--- src/rtl/ifetch_prefetch.sv ---
// Sequential instruction prefetcher: issues word fetches under a credit limit,
// buffers in-order responses in a small FIFO and presents the head to the core.
module ifetch_prefetch #(
    parameter int unsigned           DATA_WIDTH = 32,
    parameter int unsigned           DEPTH      = 4,
    parameter logic [DATA_WIDTH-1:0] RESET_PC   = '0
) (
    input  logic                  clk,
    input  logic                  reset,
    input  logic                  redirect,
    input  logic [DATA_WIDTH-1:0] redirect_pc,
    output logic                  imem_req_valid,
    input  logic                  imem_req_ready,
    output logic [DATA_WIDTH-1:0] imem_req_addr,
    input  logic                  imem_rsp_valid,
    input  logic [DATA_WIDTH-1:0] imem_rsp_data,
    output logic                  instr_valid,
    output logic [DATA_WIDTH-1:0] instr,
    output logic [DATA_WIDTH-1:0] instr_pc,
    input  logic                  instr_ready
);
    localparam int unsigned PTR_W = (DEPTH > 1) ? $clog2(DEPTH) : 1;
    localparam int unsigned CNT_W = PTR_W + 1;
    localparam logic [DATA_WIDTH-1:0] NOP = DATA_WIDTH'(32'h0000_0013);

    logic [DATA_WIDTH-1:0] fetch_pc;
    logic [CNT_W-1:0]      count;
    logic [CNT_W-1:0]      outstanding;
    logic [CNT_W-1:0]      drop;
    logic [PTR_W-1:0]      wr_ptr;
    logic [PTR_W-1:0]      rd_ptr;
    logic [PTR_W-1:0]      tag_wr;
    logic [PTR_W-1:0]      tag_rd;

    logic [DATA_WIDTH-1:0] buf_data [DEPTH];
    logic [DATA_WIDTH-1:0] buf_pc   [DEPTH];
    logic [DATA_WIDTH-1:0] tag_addr [DEPTH];

    logic [CNT_W:0] credit_used;
    logic           accept;
    logic           rsp_ok;
    logic           push;
    logic           pop;

    // Handshakes: a request transfers on a cycle where valid && ready; valid
    // never depends on ready, and the address is held while valid waits.
    // A response is a single-cycle valid pulse with no back-pressure.
    assign credit_used    = {1'b0, count} + {1'b0, outstanding};
    assign imem_req_valid = !reset && !redirect && (credit_used < (CNT_W+1)'(DEPTH));
    assign imem_req_addr  = fetch_pc;
    assign accept         = imem_req_valid && imem_req_ready;

    // Responses with nothing outstanding are ignored entirely.
    assign rsp_ok = imem_rsp_valid && (outstanding != '0);
    assign push   = rsp_ok && (drop == '0) && !redirect && !reset;
    assign pop    = instr_valid && instr_ready && !redirect;

    assign instr_valid = (count != '0);
    assign instr       = instr_valid ? buf_data[rd_ptr] : NOP;
    assign instr_pc    = instr_valid ? buf_pc[rd_ptr]   : '0;

    always_ff @(posedge clk) begin
        if (reset) begin
            fetch_pc    <= RESET_PC;
            count       <= '0;
            outstanding <= '0;
            drop        <= '0;
            wr_ptr      <= '0;
            rd_ptr      <= '0;
            tag_wr      <= '0;
            tag_rd      <= '0;
        end else if (redirect) begin
            // A response landing in the redirect cycle is already discarded here.
            fetch_pc    <= {redirect_pc[DATA_WIDTH-1:2], 2'b00};
            count       <= '0;
            wr_ptr      <= '0;
            rd_ptr      <= '0;
            tag_wr      <= '0;
            tag_rd      <= '0;
            outstanding <= outstanding - CNT_W'(rsp_ok);
            drop        <= outstanding - CNT_W'(rsp_ok);
        end else begin
            if (accept) begin
                fetch_pc <= fetch_pc + DATA_WIDTH'(4);
                tag_wr   <= tag_wr + 1'b1;
            end
            if (rsp_ok && (drop != '0)) begin
                drop <= drop - 1'b1;
            end
            if (push) begin
                wr_ptr <= wr_ptr + 1'b1;
                tag_rd <= tag_rd + 1'b1;
            end
            if (pop) begin
                rd_ptr <= rd_ptr + 1'b1;
            end
            case ({push, pop})
                2'b10:   count <= count + 1'b1;
                2'b01:   count <= count - 1'b1;
                default: count <= count;
            endcase
            case ({accept, rsp_ok})
                2'b10:   outstanding <= outstanding + 1'b1;
                2'b01:   outstanding <= outstanding - 1'b1;
                default: outstanding <= outstanding;
            endcase
        end
    end

    // Storage carries no reset; occupancy is tracked by count and the pointers.
    always_ff @(posedge clk) begin
        if (accept) begin
            tag_addr[tag_wr] <= fetch_pc;
        end
        if (push) begin
            buf_data[wr_ptr] <= imem_rsp_data;
            buf_pc[wr_ptr]   <= tag_addr[tag_rd];
        end
    end

    rsp_without_request: assert property (
        @(posedge clk) disable iff (reset) imem_rsp_valid |-> (outstanding != '0)
    );

endmodule
--- config.mk ---
export PLATFORM = sky130hd
export DESIGN_NAME = ifetch_prefetch
export DESIGN_NICKNAME = d
export VERILOG_FILES = /design/src/rtl/ifetch_prefetch.sv
export SDC_FILE = /design/constraint.sdc
export NUM_CORES = 1
export LEC_CHECK = 0
export ABC_AREA = 1
export CORE_UTILIZATION = 50
export DETAILED_ROUTE_END_ITERATION = 10
export HOLD_SLACK_MARGIN = 0.03
export PLACE_DENSITY = 0.71
export SYNTH_ARGS = -nofsm -noshare
export SYNTH_HDL_FRONTEND = slang
export SYNTH_SLANG_ARGS = --single-unit
--- constraint.sdc ---
create_clock -name clk -period 5.8 [get_ports clk]
set_input_delay 1.16 -clock clk [delete_from_list [all_inputs] [get_ports clk]]
set_output_delay 1.16 -clock clk [all_outputs]
set_load 0.05 [all_outputs]
==> results of run 1 <==
## flip-flops by register name (all words and copies together) (netlist names), named ones only
| name | count |
|---|---|
| rd_ptr | 2 |
| drop | 3 |
| tag_wr | 2 |
| wr_ptr | 2 |
| tag_addr | 120 |
| outstanding | 3 |
| imem_req_addr | 30 |
| buf_pc | 120 |
| tag_rd | 2 |
| count | 3 |
| buf_data | 128 |
## per-layer routing
metal,global-route usage [%],vias to the layer above
met4,5.86,0
met1,29.6,5638
li1,-,5760
met5,0,-
met3,3.13,65
met2,35.4,440
## logic make-up (layout without fill, tap and decap cells)
group	Yosys count	after routing	synth area share, %
and+or+nand+nor	633	633	14.5
xor gates and xnor gates	13	13	0.655
other	1	4	0.0216
DFF	419	419	69.4
AOI/OAI and AO/OA	341	341	10.2
adders and majority gates	18	18	1.38
buffers and inverters	161	334	3.80
## through the flow
step,power [mW],cell area [sq um],std cells,util [%]
2_1_floorplan,3.67,17400,1589,-
3_3_place_gp,3.81,19500,2134,57.5
3_5_place_dp,3.82,19500,2134,57.5
4_1_cts,6.40,20800,2210,61.4
5_1_grt,6.57,20800,2210,61.4
6_report,6.36,20800,2210,61.4
## worst max-delay path: cells and delay by family, from the launching register on
| kind | cells | cell delay (ns) |
|---|---|---|
| compound gates | 2 | 0.28 |
| buf+inv | 2 | 1.70 |
| flops | 1 | 0.62 |
| simple gates | 2 | 0.26 |
## power by group
group          leakage (nW)  internal [mW]  switching, mW
clock                 0.643           1.53           1.06
sequential             3.76           3.33         0.0540
combinational          2.71          0.140          0.242
total                  7.11           5.00           1.36
## cell type report
type                            count  area, sq um
Clock buffer                       52         1110
Clock inverter                     24          215
Fill cell                        2614        13100
Inverter                           77          289
Multi-Input combinational cell   1009         4710
Sequential cell                   419        12100
Tap cell                          448          561
Timing Repair Buffer              181         1820
## worst min-delay path by stage
| stage | start | end |
|---|---|---|
| floorplan | tag_rd[1]$_SDFFE_PP0P_ | register |
| global placement | rd_ptr[1]$_SDFFE_PP0P_ | register |
| detailed placement | rd_ptr[1]$_SDFFE_PP0P_ | register |
| CTS | rd_ptr[1]$_SDFFE_PP0P_ | register |
| global route | rd_ptr[1]$_SDFFE_PP0P_ | register |
| finish | rd_ptr[1]$_SDFFE_PP0P_ | register |
## cells in the final DEF, fill, tap and decap left out, drive strengths merged
master	instances
edfxtp	368
nand2	185
bufinv	4
inv	77
conb	4
fa	2
nor2	397
or2	2
clkinvlp	2
o22ai	30
clkbuf	52
dfxtp	51
xor2	6
ha	16
a22oi	2
xnor2	7
nand3b	11
nor3	2
nand3	33
o21ai	208
a31oi	2
o21bai	3
clkdlybuf4s50	161
clkinv	18
nand4	3
o311ai	3
a21oi	93
buf	20
==> run_results.csv, run 1 <==
group,metric,value,unit
setup_path,reg2reg_from,"count[1]$_SDFFE_PP0P_",
setup_path,crit_path_top_delay_cell,"clkdlybuf4s50_1",
timing,fin_skew,0.0161,ns
logic_synthesis,avgSynthCellArea,11.0,sq um
timing,tns,0,ns
routing,drc_errors,0,
setup_path,cp-start-kind,"register",
cts,postCtsHoldBufs,0,
logic_synthesis,ys.flop_type,"edfxtp_1",
cts,cts_setup_buffers,0,
grt,first_global_vias,11400,
setup_path,path_common_cell,"nor2_1",
cts,worst_skew_pair.late_latency,0.53,ns
grt,grt_max_degree,90,
cts,cts_max_level,2,
logic_synthesis,yosys_warnings,0,
floorplan,rows,67,
routing,dr_wl_met3,2660,um
setup_path,reg2reg_depth,12,
floorplan,die_w,188,um
placed_design,dp_slack,1.61,ns
cts,cts_tree,"yes",
grt,gr-total-overflow,0,
logic_synthesis,synth_commonest_cells,"nor2_1, edfxtp_1, o21ai_0, nand2_1, a21oi_1",
power_and_ir_drop,powerDensity,306,mW/mm^2
routing,dr_total_vias,11900,
finish,nNetsFinal,1819,
logic_synthesis,synth.most_common_cell,"nor2_1",
timing,relSlewSlack,31.0,%
timing,worst_slew_pin_slew,1.03,ns
setup_path,cp_max_fo,89,
routing,vias_per_cell,5.39,
logic_synthesis,synthTopCellsByArea,"edfxtp_1, nor2_1, o21ai_0",
setup_path,critPathArrivalTime,3.48,ns
timing,holdWs,0.459,ns
finish,drive_gt1_share,5.96,%
cts,cts_resized,0,
setup_path,criticalPathCategory,"reg -> out",
setup_path,worstSetupEndpointType,"output pin",
routing,met1_length,16500,um
setup_path,path_cells,"buf_4 > nor2_1 > nor2_1 > o21ai_0 > a21oi_1 > clkdlybuf4s50_1",
logic_synthesis,yosys_register_bits,419,
logic_synthesis,yosysSeqAreaShare,69.4,%
routing,first_pass_iters,5,
routing,wl_met2,17900,um
grt,antenna_found_initial,0,
setup_path,cp.required,4.64,ns
routing,ant_nets,0,
timing,hold_viol_final,0,
placed_design,routabilityCongestion,0.849,
cts,cts-root-buf,"clkbuf_16",
logic_synthesis,async_flop_share,0,%
logic_synthesis,synth_area,0.0174,sq mm
job,cap_violations,0,
setup_path,rrSetupSlack,3.12,ns
logic_synthesis,synthDistinctLibCells,35,
placed_design,hpwl,21700,um
setup_path,r2r-end,"outstanding[2]$_SDFFE_PP0P_",
power_and_ir_drop,ir_drop,0.203,mV
timing,max_freq,215,MHz
cts,clk_pin_slew,0.06,ns
timing,period_needed,4.64,ns
routing,top_layer_used,"met4",
finish,syn2layout_area_growth,19.6,%
timing,maxSlewViolCount,0,
floorplan,initial_core_util,51.3,%
logic_synthesis,yosys.area.top_type_share,63.6,%
worst_hold_path,hp-class,"reg -> reg",
grt,grt_first_pass_wirelength,59800,um
worst_hold_path,worstHoldPathCells,2,
cts,cts.sinks,419,
timing,rsz0062_at_grt,"no",
routing,wl,37800,um
cts,cts_made_buffers,43,
finish,antenna_cells,0,
routing,post_drt_wl_per_cell,17.1,um
floorplan,die_h,188,um
logic_synthesis,synth_edf_count,368,
logic_synthesis,synth_area_leader_cell,"edfxtp_1",
timing,worst_slack,1.16,ns
timing,post-route-period-util,80.0,%
timing,finalSetupViolCount,0,
grt,grt_util_all_layers,21.4,%
floorplan,coreArea,0.0339,sq mm
power_and_ir_drop,power.leakage,7.11,nW
floorplan,ios,168,
setup_path,max_stage_delay,0.88,ns
placed_design,port_buffers,161,
setup_path,endpoint,"instr_pc[2]",
outcome,status,"finished clean",
routing,drt_iter0_markers,916,
logic_synthesis,netlist_instances,1586,
floorplan,die-area,0.0355,sq mm
cts,clk_path_buf_depth,3,
Note: power is estimated with default switching activity, not from simulation.
==> run 2: changes to the inputs <==
==> constraint.sdc (replaced) <==
create_clock -name clk -period 4.3 [get_ports clk]
set_input_delay 0.86 -clock clk [delete_from_list [all_inputs] [get_ports clk]]
set_output_delay 0.86 -clock clk [all_outputs]
set_load 0.05 [all_outputs]
==> run 2 against run 1 <==
Against the previous run: sequential share of layout area decreased by 0.21 points; flip-flop and latch count unchanged; critical path type unchanged; largest power group unchanged; non-clock buffer count increased by 5; critical endpoint is now instr[5]; clock power increased by 37%; first-iteration DRC count increased by 3.7%.
==> run_results.csv, run 2 (synthesis results as in run 1) <==
group,metric,value,unit
timing,maxSlewViolCount,0,
grt,grt_max_degree,119,
grt,antenna_found_initial,0,
power_and_ir_drop,powerDensity,414,mW/mm^2
routing,first_pass_iters,5,
cts,cts_tree,"yes",
finish,n_fill_cell,2622,
placed_design,placedCellCount,2139,
placed_design,dp_slack,0.760,ns
setup_path,cp_max_fo,50,
placed_design,hpwl,22400,um
cts,cts.sinks,419,
cts,clk_pin_slew,0.06,ns
finish,final_cells,2212,
finish,syn2layout_area_growth,20.0,%
floorplan,die_h,188,um
floorplan,rows,67,
timing,rsz0062_at_grt,"no",
floorplan,die_w,188,um
finish,largest_register_ffs,128,
grt,gr-total-overflow,0,
timing,worst_slew_pin_slew,0.991,ns
finish,top_register,"buf_data",
grt,grt_first_pass_wirelength,59900,um
setup_path,critPathArrivalTime,3.15,ns
job,cap_violations,0,
routing,drt_iter0_markers,950,
floorplan,die-area,0.0355,sq mm
timing,max_freq,249,MHz
finish,stdcell_area,0.0209,sq mm
finish,antenna_cells,0,
floorplan,initial_core_util,51.3,%
finish,reg.largest.list,"buf_data: 128 flops, buf_pc: 120 flops, tag_addr: 120 flops",
timing,relSlewSlack,33.8,%
finish,seq_area,0.0121,sq mm
routing,post_drt_wl_per_cell,17.3,um
cts,worst_skew_pair.late_latency,0.54,ns
timing,finalSetupViolCount,0,
setup_path,cp.required,3.44,ns
setup_path,cp-start-kind,"register",
finish,drive_gt1_share,6.69,%
floorplan,coreArea,0.0339,sq mm
routing,ant_nets,0,
routing,dr_total_vias,11900,
cts,cts_max_level,2,
timing,post-route-period-util,93.3,%
routing,vias_per_cell,5.40,
cts,cts_resized,0,
timing,fin_skew,0.0142,ns
power_and_ir_drop,power.leakage,7.18,nW
routing,wl,38400,um
placed_design,routabilityCongestion,0.873,
finish,layout_commonest_cell,"nor2_1",
setup_path,worstSetupEndpointType,"output pin",
cts,postCtsHoldBufs,0,
power_and_ir_drop,ir_drop,0.256,mV
cts,clk_path_buf_depth,3,
grt,first_global_vias,11600,
timing,hold_viol_final,0,
finish,multi_input_area,0.00471,sq mm
setup_path,criticalPathCategory,"reg -> out",
outcome,status,"finished clean",
placed_design,placed_area,0.0195,sq mm
cts,cts_made_buffers,43,
finish,final_cell_mix,"nor2_1, edfxtp_1, o21ai_0",
cts,cts_setup_buffers,0,
finish,nNetsFinal,1824,
grt,grt_util_all_layers,21.4,%
floorplan,ios,168,
power_and_ir_drop,power,8.63,mW
routing,drc_errors,0,
placed_design,port_buffers,161,
worst_hold_path,hp-class,"reg -> reg",
timing,period_needed,4.01,ns
cts,cts-root-buf,"clkbuf_16",
timing,worst_slack,0.290,ns
## run 2: cell count changes in the layout (fill, tap and decap cells not counted)
cell | previous run | this run
buf_4 | 15 | 23
clkdlybuf4s50_1 | 161 | 154
buf_12 | 5 | 9
inv_6 | 1 | 5
clkinv_1 | 12 | 9
clkbuf_1 | 9 | 7
clkinv_2 | 6 | 5
clkinvlp_4 | 2 | 1
inv_1 | 70 | 71
inv_2 | 6 | 5
## run 2: final cells by class
cell class / count / area share [%]
well taps: 448 / 2.69
repair buffers: 186 / 9.08
clock inverters: 23 / 1.09
clock buffers: 50 / 5.29
multi-input cells: 1009 / 22.6
flip-flops and latches: 419 / 57.9
inverters: 77 / 1.39
## run 2: routing by layer
metal	global-route usage, %	vias up	routed length [um]
met5	0	-	0
met4	6.11	0	639
met3	2.87	54	2880
met2	36.2	454	18300
met1	29.1	5658	16500
li1	-	5771	-
## run 2: critical path: stages, from the launching register on
cell	delay, ns
dfxtp_4	0.66
buf_4	0.57
nor2_1	0.11
nor2_1	0.11
o21ai_0	0.09
a21oi_1	0.21
clkdlybuf4s50_1	0.83
## run 2: per-stage QoR
| step | TNS (ns) | utilization [%] | hold WS [ns] |
|---|---|---|---|
| after floorplan | -104.16 | - | 0.436 |
| after global placement | 0 | 57.7 | 0.443 |
| after detailed placement | 0 | 57.7 | 0.450 |
| after CTS | 0 | 61.6 | 0.461 |
| after global routing | 0 | 61.6 | 0.503 |
| final | 0 | 61.6 | 0.462 |
## run 2: worst paths after layout
kind	endpoint	startpoint	depth (start not counted)	slack, ns
worst max-delay path	instr[5]	register	6	0.29
worst min-delay path	register	rd_ptr[1]$_SDFFE_PP0P_	2	0.46
worst max register to register	imem_req_addr[19]$_SDFFE_PP0P_	outstanding[2]$_SDFFE_PP0P_	9	1.92
worst min register to register	register	rd_ptr[1]$_SDFFE_PP0P_	2	0.46
## run 2: power breakdown
group          switching [mW]  internal, mW
Combinational           0.331         0.195
Clock                    1.47          2.07
Sequential             0.0705          4.49
Total                    1.87          6.76
==> run 3: changes to the inputs <==
--- a/config.mk
+++ b/config.mk
@@ -6,10 +6,9 @@
 export NUM_CORES = 1
 export LEC_CHECK = 0
 export ABC_AREA = 1
-export CORE_UTILIZATION = 50
+export CORE_UTILIZATION = 35
 export DETAILED_ROUTE_END_ITERATION = 10
 export HOLD_SLACK_MARGIN = 0.03
-export PLACE_DENSITY = 0.71
 export SYNTH_ARGS = -nofsm -noshare
 export SYNTH_HDL_FRONTEND = slang
 export SYNTH_SLANG_ARGS = --single-unit
==> run 3 against run 2 <==
Against the previous run: first-iteration DRC count is 7.1% lower; global-route usage fell by 4.7 points; combinational power grew 1%; clock skew decreased by 0.0012 ns; critical endpoint is now instr[0]; largest cell class unchanged.
==> run_results.csv, run 3 (synthesis results as in run 1) <==
group,metric,value,unit
outcome,status,"finished clean",
grt,grt_util_all_layers,16.7,%
routing,post_drt_wl_per_cell,17.1,um
power_and_ir_drop,p_seq_share,51.3,%
cts,cts_max_level,2,
routing,drc_errors,0,
cts,cts.sinks,419,
cts,cts_tree,"yes",
finish,seq_area,0.0121,sq mm
timing,max_freq,261,MHz
setup_path,cp.required,3.44,ns
finish,drive_gt1_share,9.37,%
power_and_ir_drop,p_int,6.95,mW
power_and_ir_drop,power.leakage,7.35,nW
finish,largest_register_ffs,128,
floorplan,die_h,225,um
grt,gr-total-overflow,0,
finish,n_fill_cell,4475,
timing,post-route-period-util,89.1,%
finish,layout_commonest_cell,"nor2_1",
cts,clk_pin_slew,0.06,ns
floorplan,die-area,0.0506,sq mm
power_and_ir_drop,clkPwrFrac,42.8,%
cts,worst_skew_pair.late_latency,0.56,ns
setup_path,critPathArrivalTime,2.97,ns
grt,antenna_found_initial,0,
placed_design,hpwl,25300,um
finish,final_cell_mix,"nor2_1, edfxtp_1, o21ai_0",
placed_design,placed_area,0.0198,sq mm
power_and_ir_drop,comb_power_share,6.0,%
finish,top_register,"buf_data",
placed_design,routabilityCongestion,0.825,
setup_path,criticalPathCategory,"reg -> out",
floorplan,ios,168,
floorplan,rows,81,
timing,maxSlewViolCount,0,
cts,cts_setup_buffers,0,
timing,tns,0,ns
worst_hold_path,hp-class,"reg -> reg",
cts,postCtsHoldBufs,0,
job,cap_violations,0,
finish,nNetsFinal,1835,
timing,fin_skew,0.0131,ns
routing,wl,41900,um
floorplan,die_w,225,um
routing,drt_iter0_markers,883,
finish,stdcell_area,0.0213,sq mm
floorplan,initial_core_util,35.5,%
grt,grt_first_pass_wirelength,65100,um
power_and_ir_drop,switching_power,1.95,mW
setup_path,cp-start-kind,"register",
placed_design,port_buffers,161,
cts,clk_path_buf_depth,3,
timing,rsz0062_at_grt,"no",
power_and_ir_drop,ir_drop,0.292,mV
timing,period_needed,3.83,ns
cts,cts_resized,0,
finish,syn2layout_area_growth,22.4,%
power_and_ir_drop,p_sw_share,21.9,%
timing,relSlewSlack,39.1,%
grt,first_global_vias,11600,
timing,hold_viol_final,0,
finish,multi_input_area,0.00471,sq mm
grt,grt_max_degree,74,
power_and_ir_drop,powerDensity,418,mW/mm^2
timing,worst_slew_pin_slew,0.913,ns
routing,first_pass_iters,5,
routing,ant_nets,0,
timing,finalSetupViolCount,0,
setup_path,cp_max_fo,28,
routing,vias_per_cell,4.83,
routing,dr_total_vias,11800,
cts,cts_made_buffers,45,
cts,cts-root-buf,"clkbuf_16",
setup_path,worstSetupEndpointType,"output pin",
floorplan,coreArea,0.0490,sq mm
finish,antenna_cells,0,
finish,reg.largest.list,"buf_data: 128 flops, buf_pc: 120 flops, tag_addr: 120 flops",
[run 3: cell types whose count changed in the layout (fill, tap and decap cells not counted)]
cell | before | now
buf_12 | 9 | 12
buf_4 | 23 | 65
clkbuf_16 | 43 | 47
clkbuf_8 | 0 | 2
clkdlybuf4s50_1 | 154 | 118
clkinv_1 | 9 | 14
clkinv_2 | 5 | 4
clkinv_4 | 0 | 1
inv_6 | 5 | 3
[run 3: layout make-up]
class | count | share of cell area (%)
clock inverter | 26 | 1.09
sequential | 419 | 56.8
clock buffer | 56 | 5.78
tap | 664 | 3.91
inverter | 77 | 1.36
timing repair buffer | 195 | 8.97
multi-input combinational | 1009 | 22.1
[run 3: path summary, 6_finish.rpt]
path	start	endpoint	slack, ns	cells past startpoint
worst max-delay path	register	instr[0]	0.47	5
worst max register to register	count[1]$_SDFFE_PP0P_	outstanding[2]$_SDFFE_PP0P_	1.97	12
worst min register to register	tag_rd[1]$_SDFFE_PP0P_	register	0.46	2
worst min-delay path	tag_rd[1]$_SDFFE_PP0P_	register	0.46	2
[run 3: metal layers]
| layer | wire [um] | GRT usage (%) | vias to the layer above |
|---|---|---|---|
| met5 | 0 | 0 | - |
| met4 | 736 | 4.34 | 0 |
| met3 | 2120 | 2.44 | 54 |
| met2 | 19600 | 27.5 | 311 |
| met1 | 19400 | 23.0 | 5653 |
| li1 | - | - | 5804 |
[run 3: worst max-delay path, cell delays in order (launching register included)]
cell and delay, ns:
dfxtp_2 0.64, inv_2 0.40, nor2_1 0.18, o21ai_0 0.10, o311ai_0 0.16, clkdlybuf4s50_1 0.90
[run 3: per-stage QoR]
step	worst slack (ns)	power (mW)	hold WS, ns	instances	util [%]
after global placement	0.937	5.17	0.451	2364	40.5
after floorplan	-0.420	4.95	0.436	1589	-
after CTS	0.402	8.98	0.468	2446	43.5
final	0.468	8.90	0.464	2446	43.5
after global routing	0.281	9.20	0.502	2446	43.5
after detailed placement	0.911	5.18	0.458	2364	40.5
[run 3: power by group through the flow]
stage,Combinational [mW],Clock (mW),Sequential [mW]
3_3_place_gp,0.525,0,4.65
2_1_floorplan,0.267,0,4.68
6_report,0.531,3.81,4.56
5_1_grt,0.587,4.04,4.57
3_5_place_dp,0.532,0,4.65
4_1_cts,0.536,3.88,4.56
